File: src/rtl/key_bcd_counter.sv
// Debounced two-key BCD up/down counter with four seven-segment displays.
// Optional LEADING_ZERO_BLANK_EN blanks leading zero digits on hex3..hex1.

module key_bcd_debounce #(
    parameter int unsigned DEBOUNCE_CYCLES = 500000
) (
    input  logic max10_clk1_50,
    input  logic reset,
    input  logic key_n,
    output logic pressed,
    output logic press_evt
);
    localparam int unsigned CW = $clog2(DEBOUNCE_CYCLES + 1);

    logic [1:0]    sync_q;
    logic [CW-1:0] cnt_q;
    logic          sync_pressed;

    assign sync_pressed = ~sync_q[1];

    always_ff @(posedge max10_clk1_50) begin
        if (reset) begin
            sync_q    <= 2'b11;
            cnt_q     <= '0;
            pressed   <= 1'b0;
            press_evt <= 1'b0;
        end else begin
            sync_q    <= {sync_q[0], key_n};
            press_evt <= 1'b0;
            if (sync_pressed == pressed) begin
                cnt_q <= '0;
            end else if (cnt_q == CW'(DEBOUNCE_CYCLES - 1)) begin
                // This edge is the DEBOUNCE_CYCLES-th differing sample.
                cnt_q     <= '0;
                pressed   <= sync_pressed;
                press_evt <= sync_pressed;
            end else begin
                cnt_q <= cnt_q + 1'b1;
            end
        end
    end
endmodule

module key_bcd_counter #(
    parameter int unsigned DEBOUNCE_CYCLES = 500000
) (
    input  logic        max10_clk1_50,
    input  logic        reset,
    input  logic [1:0]  key,
    input  logic [9:0]  sw,
    output logic [15:0] count,
    output logic [7:0]  hex0,
    output logic [7:0]  hex1,
    output logic [7:0]  hex2,
    output logic [7:0]  hex3,
    output logic [9:0]  ledr
);
    localparam int NUM_KEYS = 2;

`ifdef LEADING_ZERO_BLANK_EN
    localparam logic [7:0] ZERO_HI = 8'hFF;
`else
    localparam logic [7:0] ZERO_HI = 8'hC0;
`endif

    function automatic logic [7:0] seg7(input logic [3:0] d);
        logic [7:0] s;
        case (d)
            4'd0:    s = 8'hC0;
            4'd1:    s = 8'hF9;
            4'd2:    s = 8'hA4;
            4'd3:    s = 8'hB0;
            4'd4:    s = 8'h99;
            4'd5:    s = 8'h92;
            4'd6:    s = 8'h82;
            4'd7:    s = 8'hF8;
            4'd8:    s = 8'h80;
            4'd9:    s = 8'h90;
            default: s = 8'hFF;
        endcase
        return s;
    endfunction

    logic [NUM_KEYS-1:0] key_pressed, key_evt;
    logic [3:0][3:0]     count_q, inc_d, dec_d;
    logic                inc_wrap, dec_wrap;
    logic                wrap_q, dir_q;
    logic [3:1]          blank;
    logic                unused_sw;

    assign unused_sw = ^sw[7:0];

    generate
        for (genvar g = 0; g < NUM_KEYS; g++) begin : g_key
            key_bcd_debounce #(.DEBOUNCE_CYCLES(DEBOUNCE_CYCLES)) u_deb (
                .max10_clk1_50 (max10_clk1_50),
                .reset         (reset),
                .key_n         (key[g]),
                .pressed       (key_pressed[g]),
                .press_evt     (key_evt[g])
            );
        end
    endgenerate

    // Ripple carry/borrow across digits; surviving carry means full wrap.
    always_comb begin
        inc_d    = count_q;
        dec_d    = count_q;
        inc_wrap = 1'b1;
        dec_wrap = 1'b1;
        for (int i = 0; i < 4; i++) begin
            if (inc_wrap) begin
                if (count_q[i] >= 4'd9) begin
                    inc_d[i] = 4'd0;
                end else begin
                    inc_d[i] = count_q[i] + 4'd1;
                    inc_wrap = 1'b0;
                end
            end
            if (dec_wrap) begin
                if (count_q[i] == 4'd0) begin
                    dec_d[i] = 4'd9;
                end else begin
                    dec_d[i] = count_q[i] - 4'd1;
                    dec_wrap = 1'b0;
                end
            end
        end
    end

    always_comb begin
        blank = '0;
`ifdef LEADING_ZERO_BLANK_EN
        blank[3] = (count_q[3] == 4'd0);
        blank[2] = blank[3] && (count_q[2] == 4'd0);
        blank[1] = blank[2] && (count_q[1] == 4'd0);
`endif
    end

    always_ff @(posedge max10_clk1_50) begin
        if (reset) begin
            count_q <= '0;
            wrap_q  <= 1'b0;
            dir_q   <= 1'b0;
            hex0    <= 8'hC0;
            hex1    <= ZERO_HI;
            hex2    <= ZERO_HI;
            hex3    <= ZERO_HI;
        end else begin
            dir_q <= sw[9];
            if (key_evt[1]) begin
                count_q <= '0;
                wrap_q  <= 1'b0;
            end else if (key_evt[0] && !sw[8]) begin
                if (sw[9]) begin
                    count_q <= dec_d;
                    if (dec_wrap) wrap_q <= 1'b1;
                end else begin
                    count_q <= inc_d;
                    if (inc_wrap) wrap_q <= 1'b1;
                end
            end
            hex0 <= seg7(count_q[0]);
            hex1 <= blank[1] ? 8'hFF : seg7(count_q[1]);
            hex2 <= blank[2] ? 8'hFF : seg7(count_q[2]);
            hex3 <= blank[3] ? 8'hFF : seg7(count_q[3]);
        end
    end

    assign count = count_q;
    assign ledr  = {dir_q, wrap_q, 6'b0, key_pressed};
endmodule
File: config.mk
export PLATFORM = sky130hd
export DESIGN_NAME = key_bcd_counter
export DESIGN_NICKNAME = d
export VERILOG_FILES = /design/src/rtl/key_bcd_counter.sv
export SDC_FILE = /design/constraint.sdc
export NUM_CORES = 1
export LEC_CHECK = 0
export CORE_ASPECT_RATIO = 1.4
export CORE_MARGIN = 2
export CORE_UTILIZATION = 25
export DETAILED_ROUTE_END_ITERATION = 8
export MAX_ROUTING_LAYER = met4
export PLACE_DENSITY = 0.48
export REMOVE_ABC_BUFFERS = 1
export SLEW_MARGIN = 20
export SYNTH_ARGS = -nofsm -noshare
export SYNTH_HDL_FRONTEND = slang
export SYNTH_SLANG_ARGS = --single-unit
File: constraint.sdc
create_clock -name max10_clk1_50 -period 1.99 [get_ports max10_clk1_50]
set_input_delay 0.4975 -clock max10_clk1_50 [delete_from_list [all_inputs] [get_ports max10_clk1_50]]
set_output_delay 0.4975 -clock max10_clk1_50 [all_outputs]
set_load 0.005 [all_outputs]
Word level (Yosys, flattened, before mapping):

Memory sizes are Yosys's and may differ from the RTL's. A register that Yosys moved wholly into a read port is not among the register bits.
Index checks and enable logic that the tools add are counted.

* flip-flop bits (word level): 96
* ROM bits: 448
* output and inout port bits: 58
* logic and storage cells: 103
* memories kept: 4

* $add $sub $neg: 10
* magnitude comparators: 4
* equality and inequality tests: 8
* multiplexer cells: 32
* bitwise logic cells: 6
* reductions and logical operators: 21

Memories
* (name not given): words 16, bits a word 7, rd ports 1, clocked after memory_dff 1, write ports 0, RTL line 68 `case (d)`
* (name not given): words 16, bits a word 7, rd ports 1, clocked after memory_dff 1, write ports 0, RTL line 68
* (name not given): words 16, bits a word 7, rd ports 1, clocked after memory_dff 1, write ports 0, RTL line 68
* (name not given): words 16, bits a word 7, rd ports 1, clocked after memory_dff 1, write ports 0, RTL line 68

Operator list (number)
* $mux W4: 14
* $add A19 B1 Y19 const B: 2
* $eq A19 B19 Y1 const B: 2
* $mux W1: 17
* $add A4 B1 Y4 const B: 4
* $ge A4 B4 Y1 const B: 4
* $logic_not A4 Y1: 4
* $mux W16: 1
* $sub A4 B1 Y4 const B: 4
* $reduce_and A3 Y1: 4
* $reduce_or A3 Y1: 4
* $ne A2 B1 Y1 const B: 4
* $reduce_bool A2 Y1: 4
* $not A1 Y1: 6
* $reduce_and A2 Y1: 2
* $eq A1 B1 Y1: 2
* $reduce_or A2 Y1: 1
* $logic_and A1 B1 Y1: 1
* $logic_not A1 Y1: 1

Longest topological paths before layout:

* depth after elaboration: 7
* depth in mapped cells: 8
* depth with buffers taken out: 7

By module:

From an unflattened synthesis, not the netlist that was laid out.

* cells, all modules: 572
* area total of the unflattened synthesis: 4951.0 µm²

By module, submodules not included
* key_bcd_counter: times used 1, cells each 348, area each 2919.0 µm², seq. area each 920.9 µm²
* key_bcd_debounce: times used 2, cells each 112, area each 1016.0 µm², seq. area each 460.4 µm²

Worst setup path after synthesis:

OpenSTA, ideal clock, no wires.

* path kind: register to register
* start point: reg count_q (netlist bit count[1])
* end point: reg count_q (netlist bit count[13])
* setup time: 134 ps
* arrival: 1831 ps
* data required time: 1856 ps
* slack: 25 ps
* cell stages (with the launch flop): 8
* path buffers: 0
* clock period less this slack: 1965 ps
* cell sequence: dfxtp_1 -> inv_1 -> ha_1 -> or3b_1 -> o2bb2ai_1 -> nand4_2 -> a211oi_1 -> a211oi_1

* longest elaborated chain between the ends: 6

Ends and longest elaborated chain
* start: declaration: RTL line 85 `logic [3:0][3:0] count_q, inc_d, dec_d;`
* start signal: assignment: RTL line 159 `count_q <= inc_d;`
* $ge A4 B4 Y1 / $logic_not A4 Y1 (equally long branches): RTL line 113, 121
* $mux W1 (on tied branches): RTL line 113, 121
* $mux W1 (on tied branches) (2 in a row): RTL line 112, 120
* $reduce_bool A2 Y1 (no source line) / $ne A2 B1 Y1 (equally long branches)
* $reduce_and A3 Y1 (no source line) *

Every way passes the cells marked *; elsewhere a longest branch is shown, timed or not.
A chain may end at the register's enable or synchronous reset.

Worst setup path in the final report:

* start point: reg count_q (netlist bit count[3])
* end point: out count[3]

RTL lines
* end: declaration: RTL line 51 `output logic [15:0] count,`

No word-level cell between the ends.

==> metrics.md <==
| Metric | Value |
|---|---|
| Status | complete, no violations |
| CTS tree | yes |
| Die height | 165 um |
| Critical path class | flop to output port |
| Die Area | 19600 um^2 |
| Final Hold Vio Count | 0 |
| FFs w/ async S/R, synth | 0% |
| CP Capture Type | output port |
| GR Overflow Total | 0 |
| Finish-stage setup viols | 0 |
| Final Max Tran Viols | 0 |
| Clock Latency Late Sink | 350 ps |
| Main area contributors after synthesis | dfxtp_1 40%, nor2_1 6.4%, ha_1 6.0% |
| Setup Skew | 9.51 ps |
| Die X | 119 um |
| Routed wire length | 10900 um |
| #FFs+latches synth | 92 |
| Worst-path cell chain | buf_4 > clkdlybuf4s50_1 |
| CP arrival | 1420 ps |
| Critical path fanouts, max | 11 |
| Min-delay worst type | flop to flop |
| Drt drc | 0 |
| Hold buffer count at cts | 0 |
| ANT nets after route | 0 |
| H-tree levels | 3 |
| Final worst-path cycle share | 96.4% |
| Crit path largest cell delay | 510 ps |
| Wirelength per Cell | 12.5 um |
| Most common cell after layout, fill and taps aside | dfxtp_1 |
| Largest net degree at the start of global routing | 20 |
| Fill count | 1910 |
| Rows | 58 |
| Post-synth EDFFs | 0 |
| Setup slack after layout | 70.8 ps |
| Core Area | 18000 um^2 |
| Vias per cell | 4.61 |
| Placed cell area | 5620 um^2 |
| Share of layout cells above drive strength 1 | 14.8% |
| ANT cells | 0 |
| Max cap viols | 0 |
| Initial antenna violation count | 0 |
| Placed Cells | 859 |
| CP max stage cell | clkdlybuf4s50_1 |
| Pre-CTS WS | -321 ps |
| Synth top area share | 39.9% |
| HPWL Detailed | 8200 um |
| Vias in the first global route | 4059 |
| Clock buffer depth | 2 |
| Clock sinks | 92 |
| TritonCTS buffer count | 9 |
| Crit path max-delay family | buffers and inverters |
| Avg Inst Size Synth | 8.41 um^2 |
| CP Buf/Inv Count | 2 |
| IO Pins | 72 |
| Initial core utilization | 25.6% |
| Worst EP required | 1490 ps |
| Warnings from Yosys | 0 |
| Initial DRT Pass Iterations | 4 |
| Fin nets | 666 |
| Global placer's final weighted congestion | 0.916 |
| Ys flop type | dfxtp_1 |
| Initial DRC Count | 236 |
| Setup TNS | 0 ps |
| IO Port Bufs | 53 |
| Synth cell types | 61 |
| Synth-to-layout area growth | 29.5% |
| Clk slew on worst S/H paths | 70 ps |
| Tot GR Track Use | 11.9% |
| Leading area contributor after synthesis | dfxtp_1 |
| First-pass GRT wire length | 18500 um |
| Vias | 4037 |
| Design area | 5970 um^2 |
| Finished Core Util | 33.2% |
| Non-filler cells, final | 875 |
| Crit path time final | 1920 ps |
| Post-Syn Area | 4610 um^2 |
| Fmax achieved | 521 MHz |
| Max rail drop VDD | 0.331 mV |
| Seq/Total Area, Yosys | 39.9% |
| WHS | 410 ps |
| Most frequent cells in the layout | 90 x dfxtp_1, 77 x nor2_1, 53 x clkdlybuf4s50_1 |
| Power per Cell Area | 618 nW/um^2 |
| Synth Instances | 548 |
| Overall Power | 3.69 mW |
| CTS Root Cell | clkbuf_16 |
| Startpoint types | flop |
| LEAKAGE | 2.14 nW |
## timing repair
item / in CTS / in global routing
hold endpoints to repair: 0 / 0
resized for setup: 1 / 17
setup endpoints to repair: 1 / 13
pin swaps: 0 / 2
buffers inserted: 0 / 0
## final cells by class
type                       count  area, um^2  share of cell area, %
multi-input combinational    403        2540                   42.6
sequential                    92        1840                   30.9
timing repair buffer          99         896                   15.0
tap                          240         300                   5.03
clock buffer                  13         250                   4.19
inverter                      25        93.8                   1.57
clock inverter                 3        46.3                  0.775
## cell usage after synthesis, types with 2 or more instances
cell type  instances
a211oi_1           9
a21oi_1           29
a22oi_1            3
a311oi_1           2
a31oi_1           10
and3_1             5
and4_1             3
and4_4             3
buf_2              5
buf_4             14
clkbuf_1          14
conb_1             2
dfxtp_1           92
ha_1              22
inv_1             25
mux2_2             4
nand2_1           47
nand2b_1           5
nand3_1           17
nand4_1           11
nand4bb_1          2
nor2_1            78
nor2b_1            7
nor3_1             9
nor3b_1            2
nor4_1             2
nor4b_1            5
o211ai_1           3
o21a_1             3
o21ai_0           29
o21bai_1          10
o22ai_1            2
o31ai_1            3
o32ai_1            5
or2_2              6
xnor2_1           13
xor2_1            23
## power breakdown
| group | switching, mW | total, mW | internal (mW) |
|---|---|---|---|
| Sequential | 0.00332 | 1.85 | 1.85 |
| Clock | 0.712 | 1.72 | 1.01 |
| Combinational | 0.0647 | 0.118 | 0.0529 |
| Total | 0.780 | 3.69 | 2.91 |
## registers in the layout, summed over array words and instances (netlist names)
register               count
hex0                       7
count                     16
g_key.u_deb.pressed        2
g_key.u_deb.cnt_q         38
g_key.u_deb.press_evt      2
hex3                       7
g_key.u_deb.sync_q         4
hex1                       7
wrap_q                     1
dir_q                      1
hex2                       7
## worst paths after layout
check                                 startpoint                                  end  slack (ps)  cells past startpoint
max reg2reg                count[5]$_SDFFE_PP0P_                count[7]$_SDFFE_PP0P_         110                      7
min          g_key[1].u_deb.sync_q[0]$_SDFF_PP1_  g_key[1].u_deb.sync_q[1]$_SDFF_PP1_         410                      1
max                        count[3]$_SDFFE_PP0P_                             count[3]          70                      2
min reg2reg  g_key[1].u_deb.sync_q[0]$_SDFF_PP1_  g_key[1].u_deb.sync_q[1]$_SDFF_PP1_         410                      1
## per-layer routing
metal  vias to the layer above  wire [um]  global-route usage [%]
met1                      1877       4550                    12.4
met3                        26        360                    1.90
li1                       2049          -                       -
met2                        85       5680                    21.0
met4                         0        353                    7.52
met5                         -          0                       -
## cells by family (layout without fill, tap and decap cells)
group	count (synthesis)	in the layout	share of synthesized area, %
fa+ha+maj	22	22	5.97
simple gates	211	211	22.6
flops	92	92	39.9
buf+inv	61	140	6.65
compound gates	119	119	16.6
mux	5	5	1.19
other cells	2	10	0.163
xor+xnor	36	36	6.84
No activity file was read; power rests on OpenSTA's default activity.
